File: src/rtl/l2_ctrl_regs_pkg.sv
// Shared constants and types for the L2 controller register bank.
// Flag bit map, flush walker states and default sizes.
package l2_ctrl_regs_pkg;

  localparam int FLAG_EVICT_STALL  = 0;
  localparam int FLAG_SET_CONFLICT = 1;
  localparam int FLAG_FENCE        = 2;
  localparam int FLAG_DRAIN        = 3;
  localparam int FLAG_ATOMIC       = 4;
  localparam int FLAG_FLUSH        = 5;

  localparam int DEF_N_MSHR   = 16;
  localparam int DEF_N_FWD_CH = 2;
  localparam int DEF_N_FLAGS  = 6;
  localparam int DEF_L2_SETS  = 256;
  localparam int DEF_L2_WAYS  = 8;
  localparam int DEF_N_WB     = 4;

  typedef enum logic [1:0] {
    FL_IDLE,
    FL_WALK,
    FL_DONE
  } flush_state_t;

endpackage

File: src/rtl/l2_ctrl_regs_p_fwd.sv
// Single forward-stall tracker: arms on an MSHR index and
// records when that MSHR is freed.
module l2_fwd_tracker
  import l2_ctrl_regs_pkg::*;
#(
  parameter int MB = 4
) (
  input  logic          clk,
  input  logic          rst,
  input  logic          set,
  input  logic [MB-1:0] set_entry,
  input  logic          clr,
  input  logic          free,
  input  logic [MB-1:0] free_idx,
  output logic          stall,
  output logic [MB-1:0] entry,
  output logic          ended
);

  // clear beats arm, arm beats end detection on the held index
  always_ff @(posedge clk or negedge rst) begin
    if (!rst) begin
      stall <= 1'b0;
      entry <= '0;
      ended <= 1'b0;
    end else if (clr) begin
      stall <= 1'b0;
      entry <= '0;
      ended <= 1'b0;
    end else if (set) begin
      stall <= 1'b1;
      entry <= set_entry;
      ended <= 1'b0;
    end else if (free && stall && (entry == free_idx)) begin
      ended <= 1'b1;
    end
  end

endmodule

File: src/rtl/l2_ctrl_regs_p.sv
// Parametrised L2 controller control/status register bank.
// Optional write-buffer counters enabled by L2_CTRL_REGS_WB_EN.
module l2_ctrl_regs_p
  import l2_ctrl_regs_pkg::*;
#(
  parameter int N_MSHR   = DEF_N_MSHR,
  parameter int N_FWD_CH = DEF_N_FWD_CH,
  parameter int N_FLAGS  = DEF_N_FLAGS,
  parameter int L2_SETS  = DEF_L2_SETS,
  parameter int L2_WAYS  = DEF_L2_WAYS,
`ifdef L2_CTRL_REGS_WB_EN
  parameter int N_WB     = DEF_N_WB,
  parameter int WBB      = $clog2(N_WB),
`endif
  parameter int MB       = $clog2(N_MSHR),
  parameter int SB       = $clog2(L2_SETS),
  parameter int WB       = $clog2(L2_WAYS)
) (
  input  logic                   clk,
  input  logic                   rst,
  input  logic                   mshr_alloc,
  input  logic                   mshr_free,
  input  logic [MB-1:0]          mshr_free_idx,
  output logic [MB:0]            mshr_cnt,
  output logic                   mshr_full,
  output logic                   mshr_err,
  input  logic [N_FLAGS-1:0]     flag_set,
  input  logic [N_FLAGS-1:0]     flag_clr,
  output logic [N_FLAGS-1:0]     flags,
  input  logic [N_FWD_CH-1:0]    fwd_set,
  input  logic [N_FWD_CH*MB-1:0] fwd_set_entry,
  input  logic [N_FWD_CH-1:0]    fwd_clr,
  output logic [N_FWD_CH-1:0]    fwd_stall,
  output logic [N_FWD_CH*MB-1:0] fwd_entry,
  output logic [N_FWD_CH-1:0]    fwd_ended,
  input  logic                   flush_start,
  input  logic                   flush_step,
  input  logic                   flush_abort,
  output logic [SB-1:0]          flush_set,
  output logic [WB-1:0]          flush_way,
  output logic                   flush_busy,
  output logic                   flush_done
`ifdef L2_CTRL_REGS_WB_EN
  ,
  input  logic                   wb_add,
  input  logic                   wb_hit,
  input  logic                   wb_clear,
  output logic [WBB:0]           wb_cnt,
  output logic [WBB-1:0]         wb_evict_ptr
`endif
);

  localparam logic [MB:0]   CNT_MAX  = (MB+1)'(N_MSHR);
  localparam logic [MB:0]   CNT_ONE  = (MB+1)'(1);
  localparam logic [SB-1:0] SET_LAST = SB'(L2_SETS - 1);
  localparam logic [SB-1:0] SET_ONE  = SB'(1);
  localparam logic [WB-1:0] WAY_LAST = WB'(L2_WAYS - 1);
  localparam logic [WB-1:0] WAY_ONE  = WB'(1);

  flush_state_t fl_state;
  logic         mshr_bad;
  logic         wb_bad;

  assign mshr_full = (mshr_cnt == '0);

  // a lone alloc at empty or a lone free at full is an error
  always_comb begin
    mshr_bad = 1'b0;
    if (mshr_alloc && !mshr_free && (mshr_cnt == '0))
      mshr_bad = 1'b1;
    if (mshr_free && !mshr_alloc && (mshr_cnt == CNT_MAX))
      mshr_bad = 1'b1;
  end

  // credit counter; simultaneous alloc and free cancel out
  always_ff @(posedge clk or negedge rst) begin
    if (!rst) begin
      mshr_cnt <= CNT_MAX;
    end else if (!mshr_bad) begin
      if (mshr_alloc && !mshr_free)
        mshr_cnt <= mshr_cnt - CNT_ONE;
      else if (mshr_free && !mshr_alloc)
        mshr_cnt <= mshr_cnt + CNT_ONE;
    end
  end

  // sticky error shared by MSHR and write-buffer counters
  always_ff @(posedge clk or negedge rst) begin
    if (!rst)
      mshr_err <= 1'b0;
    else if (mshr_bad || wb_bad)
      mshr_err <= 1'b1;
  end

  // per-bit flags, clear wins over set
  always_ff @(posedge clk or negedge rst) begin
    if (!rst)
      flags <= '0;
    else
      flags <= (flags | flag_set) & ~flag_clr;
  end

  for (genvar c = 0; c < N_FWD_CH; c++) begin : g_fwd
    l2_fwd_tracker #(
      .MB(MB)
    ) u_trk (
      .clk      (clk),
      .rst      (rst),
      .set      (fwd_set[c]),
      .set_entry(fwd_set_entry[c*MB +: MB]),
      .clr      (fwd_clr[c]),
      .free     (mshr_free),
      .free_idx (mshr_free_idx),
      .stall    (fwd_stall[c]),
      .entry    (fwd_entry[c*MB +: MB]),
      .ended    (fwd_ended[c])
    );
  end

  // flush walker: ways inner, sets outer, abort always wins
  always_ff @(posedge clk or negedge rst) begin
    if (!rst) begin
      fl_state   <= FL_IDLE;
      flush_set  <= '0;
      flush_way  <= '0;
      flush_busy <= 1'b0;
      flush_done <= 1'b0;
    end else if (flush_abort) begin
      fl_state   <= FL_IDLE;
      flush_set  <= '0;
      flush_way  <= '0;
      flush_busy <= 1'b0;
      flush_done <= 1'b0;
    end else begin
      unique case (fl_state)
        FL_IDLE: begin
          flush_done <= 1'b0;
          if (flush_start) begin
            fl_state   <= FL_WALK;
            flush_set  <= '0;
            flush_way  <= '0;
            flush_busy <= 1'b1;
          end
        end
        FL_WALK: begin
          if (flush_step) begin
            if (flush_way != WAY_LAST) begin
              flush_way <= flush_way + WAY_ONE;
            end else begin
              flush_way <= '0;
              if (flush_set == SET_LAST) begin
                fl_state   <= FL_DONE;
                flush_done <= 1'b1;
              end else begin
                flush_set <= flush_set + SET_ONE;
              end
            end
          end
        end
        FL_DONE: begin
          fl_state   <= FL_IDLE;
          flush_done <= 1'b0;
          flush_busy <= 1'b0;
        end
        default: begin
          fl_state   <= FL_IDLE;
          flush_busy <= 1'b0;
          flush_done <= 1'b0;
        end
      endcase
    end
  end

`ifdef L2_CTRL_REGS_WB_EN
  localparam logic [WBB:0]   WB_MAX  = (WBB+1)'(N_WB);
  localparam logic [WBB:0]   WB_ONE  = (WBB+1)'(1);
  localparam logic [WBB-1:0] PTR_END = WBB'(N_WB - 1);
  localparam logic [WBB-1:0] PTR_ONE = WBB'(1);

  logic wb_dec;
  assign wb_dec = wb_add && !wb_hit;

  // write-buffer counter limits feed the shared error flag
  always_comb begin
    wb_bad = 1'b0;
    if (wb_dec && !wb_clear && (wb_cnt == '0))
      wb_bad = 1'b1;
    if (wb_clear && !wb_dec && (wb_cnt == WB_MAX))
      wb_bad = 1'b1;
  end

  // free write-buffer slots
  always_ff @(posedge clk or negedge rst) begin
    if (!rst) begin
      wb_cnt <= WB_MAX;
    end else if (!wb_bad) begin
      if (wb_dec && !wb_clear)
        wb_cnt <= wb_cnt - WB_ONE;
      else if (wb_clear && !wb_dec)
        wb_cnt <= wb_cnt + WB_ONE;
    end
  end

  // round-robin evict pointer, frozen while draining
  always_ff @(posedge clk or negedge rst) begin
    if (!rst)
      wb_evict_ptr <= '0;
    else if (wb_clear && !flags[FLAG_DRAIN])
      wb_evict_ptr <= (wb_evict_ptr == PTR_END) ? '0
                    : wb_evict_ptr + PTR_ONE;
  end
`else
  assign wb_bad = 1'b0;
`endif

endmodule

File: config.mk
export PLATFORM = sky130hd
export DESIGN_NAME = l2_ctrl_regs_p
export DESIGN_NICKNAME = d
export VERILOG_FILES = /design/src/rtl/l2_ctrl_regs_pkg.sv /design/src/rtl/l2_ctrl_regs_p_fwd.sv /design/src/rtl/l2_ctrl_regs_p.sv
export SDC_FILE = /design/constraint.sdc
export NUM_CORES = 1
export LEC_CHECK = 0
export CAP_MARGIN = 10
export CORE_MARGIN = 5
export CORE_UTILIZATION = 62
export DETAILED_ROUTE_END_ITERATION = 8
export DONT_BUFFER_PORTS = 1
export GPL_TIMING_DRIVEN = 0
export HOLD_SLACK_MARGIN = 0.08
export PLACE_DENSITY = 0.83
export SYNTH_ARGS = -nofsm -noshare
export SYNTH_HDL_FRONTEND = slang
export SYNTH_HIERARCHICAL = 1
export SYNTH_SLANG_ARGS = --single-unit
File: constraint.sdc
create_clock -name clk -period 2.4 [get_ports clk]
set_input_delay 0.24 -clock clk [delete_from_list [all_inputs] [get_ports clk]]
set_output_delay 0.24 -clock clk [all_outputs]
set_load 0.02 [all_outputs]
==> results of run 1 <==
-- state kept, by name (all words and copies together), names as in the netlist --
| register | flops |
|---|---|
| fl_state | 2 |
| flags | 6 |
| flush_busy | 1 |
| flush_done | 1 |
| flush_set | 8 |
| flush_way | 3 |
| g_fwd.u_trk/ended | 2 |
| g_fwd.u_trk/entry | 8 |
| g_fwd.u_trk/stall | 2 |
| mshr_cnt | 5 |
| mshr_err | 1 |
-- what timing repair did --
action,4_1_cts,5_1_grt
resized for setup,0,3
endpoints found under the setup margin,0,1
hold endpoints to repair,59,1
hold buffers,26,1
setup buffers,0,0
-- worst min-delay path by stage --
stage                                start                      end  slack [ns]  cells after the start
after floorplan                        rst              fl_state[0]       -0.06                      0
after global placement                 rst              mshr_cnt[1]       -0.05                      0
after detailed placement               rst              mshr_cnt[1]       -0.05                      0
after CTS                       fwd_clr[0]     g_fwd[0].u_trk/ended        0.08                      3
after global routing      fwd_set_entry[1]  g_fwd[0].u_trk/entry[1]        0.11                      2
final                     fwd_set_entry[1]  g_fwd[0].u_trk/entry[1]        0.13                      2
-- logic make-up after synthesis --
logic type / count (synthesis)
AO/OA/AOI/OAI: 28
XOR/XNOR: 13
adder cells (fa/ha/maj): 9
buffers and inverters: 15
flip-flops: 39
multiplexers: 14
AND/OR/NAND/NOR: 72
-- power by group --
part | switching [W] | total (W) | internal (W)
logic | 0.000189 | 0.000369 | 0.000180
clock network | 0.000194 | 0.000330 | 0.000136
registers | 0.000188 | 0.000924 | 0.000736
-- metal layers --
layer	GRT usage, %	share of wire, %	up-vias
met2	41.7	52	72
met5	0	0	-
met4	8.63	2.0	0
met1	25.1	36	755
met3	10.3	9.1	12
li1	-	-	719
-- area by class of cell --
| class | instances | share of cell area, % |
|---|---|---|
| multi-input cells | 136 | 39.4 |
| well taps | 44 | 2.31 |
| clock inverters | 1 | 0.210 |
| inverters | 13 | 2.05 |
| flip-flops and latches | 39 | 41.1 |
| clock buffers | 6 | 2.15 |
| repair buffers | 27 | 11.8 |
| plain buffers | 2 | 0.946 |
-- worst max-delay path, stage by stage, from the launching register on --
cell           delay, ns
dfrtp_2             0.50
ha_1                0.26
nand3_1             0.14
nor3_1              0.08
and3_1              0.22
a2111oi_1           0.37
dlygate4sd3_1       0.60
-- stage by stage --
step | cell area (um2) | worst slack (ns) | utilization [%] | hold slack (ns) | instances
4_1_cts | 2370 | 0.119 | 77.5 | 0.0839 | 267
2_1_floorplan | 1990 | 0.573 | - | -0.0556 | 190
6_report | 2380 | 0.181 | 78.0 | 0.134 | 268
3_5_place_dp | 2040 | 0.356 | 66.8 | -0.0546 | 234
3_3_place_gp | 2040 | 0.447 | 66.8 | -0.0546 | 234
5_1_grt | 2380 | 0.00510 | 78.0 | 0.107 | 268
-- cells in the final DEF, fill, tap and decap left out, types with 3 or more instances in the layout --
| cell | Yosys | final |
|---|---|---|
| ha_1 | 8 | 8 |
| inv_1 | 13 | 13 |
| a21oi_1 | 5 | 5 |
| nor3_1 | 3 | 3 |
| nand2_1 | 12 | 12 |
| a21o_1 | 3 | 3 |
| dfrtp_1 | 38 | 36 |
| clkbuf_4 | 0 | 5 |
| nand3_1 | 3 | 3 |
| xor2_1 | 8 | 8 |
| xnor2_1 | 5 | 5 |
| o21ai_0 | 7 | 7 |
| mux2i_1 | 12 | 12 |
| nor2_1 | 35 | 35 |
| nand4_1 | 3 | 3 |
| dlygate4sd3_1 | 0 | 26 |
==> metrics.csv, run 1 <==
metric,value,unit
Post-synth top cells,"dfrtp_1, nor2_1, inv_1",
skew final,0.00994,ns
final setup fails,0,
minimum clock period,2.22,ns
Yosys top cell by area,dfrtp_1,
number of synthesized register bits,39,
Num CTS Buffers,5,
Filler cells,199,
xor-xnor portion of the synthesized cell area,5.73,%
CTS tree,done,
vias in the first global route,1691,
CP Capture Point,fl_state[0],
unrepaired setup endpoints after global routing,no,
CP arrival,2.50,ns
largest family of logic cells by synthesized area,simple AND/OR/NAND/NOR gates,
Critical R2R Launch,flush_set[0],
drt total wl,4.94,mm
simple-gate share of the synthesized area,17.8,%
Setup crit start,flush_set[0],
Synth async-reset ratio,100,%
GP Congestion,0.782,
Register-to-Register Path Depth,6,
Crit Path Max Fanout,6,
Pins Over Slew Limit,0,
post-synthesis cell area,1990,um2
row count,20,
Mapped Cells,190,
register area share after synthesis,49.2,%
largest net degree at the start of global routing,40,
GRT overflow,0,
DIE AREA,4430,um2
Mapped Nets,234,
DR DRC count,0,
CTS Sinks,39,
Leak,1.12,nW
maximum VDD drop,0.450,mV
H-tree depth,2,
Power Total,0.00162,W
setup TNS,0,ns
Antenna Cells,0,
Clock Tree Root,clkbuf_4,
Final ANT Viol Nets,0,
die height,66.6,um
layout cells sized above 1,10.7,%
Starting Density,65.0,%
gr usage total,23.8,%
Die W,66.6,um
area delta synth->final,19.9,%
Synth top area share,47.9,%
iteration-0 DRC count of the detailed router,69,
Ports,73,
port buffer count,0,
core area,3050,um2
Mean Syn Cell Area,10.5,um2
worst skew pair latency,0.33,ns
clk slew on worst S/H paths,0.11,ns
"reg-to-reg slack, setup",0.18,ns
Synth cell types,41,
CP startpoint kind,flip-flop,
via total after detailed routing,1558,
Synth Area in Adders,6.05,%
synth warn,6,
Layout Nets,268,
top-count cell post-synth,dfrtp_1,
ranking of synthesized cells by area,"dfrtp_1, nor2_1, mux2i_1",
WL per Instance,18.4,um
Slew HR,70.5,%
post-synthesis mux area share,7.18,%
Critical Path End Type,flip-flop,
DP Wirelength,3.30,mm
worst path required time,2.68,ns
Power Density,682,nW/um2
initial antenna violation count,0,
Final Hold Viols,0,
Main synth FF type,dfrtp_1,
clk buf depth,2,
post-DR vias/cell,5.81,
worst slew pin tran,0.438,ns
Tcrit/Tclk final,92.4,%
area of combinational cells with multiple inputs,938,um2
Synth Area in Compound Gates,10.5,%
Pre-antenna DRT Iters,4,
status,finished clean,
number of synthesized flops with an enable pin,0,
first-pass GRT wire length,7.90,mm
end of the worst register-to-register path,fl_state[0],
worst hold-check path type,in -> reg,
register area,980,um2
Max-Cap Viols,0,
CP Class,reg -> reg,
Fmax,451,MHz
No activity file was read; power rests on OpenSTA's default activity.
==> inputs of run 2 (changes only) <==
CAP_MARGIN = 15   (was 10)
==> results of run 2 <==
No change in the layout: final DEF, timing and power equal those of run 1.
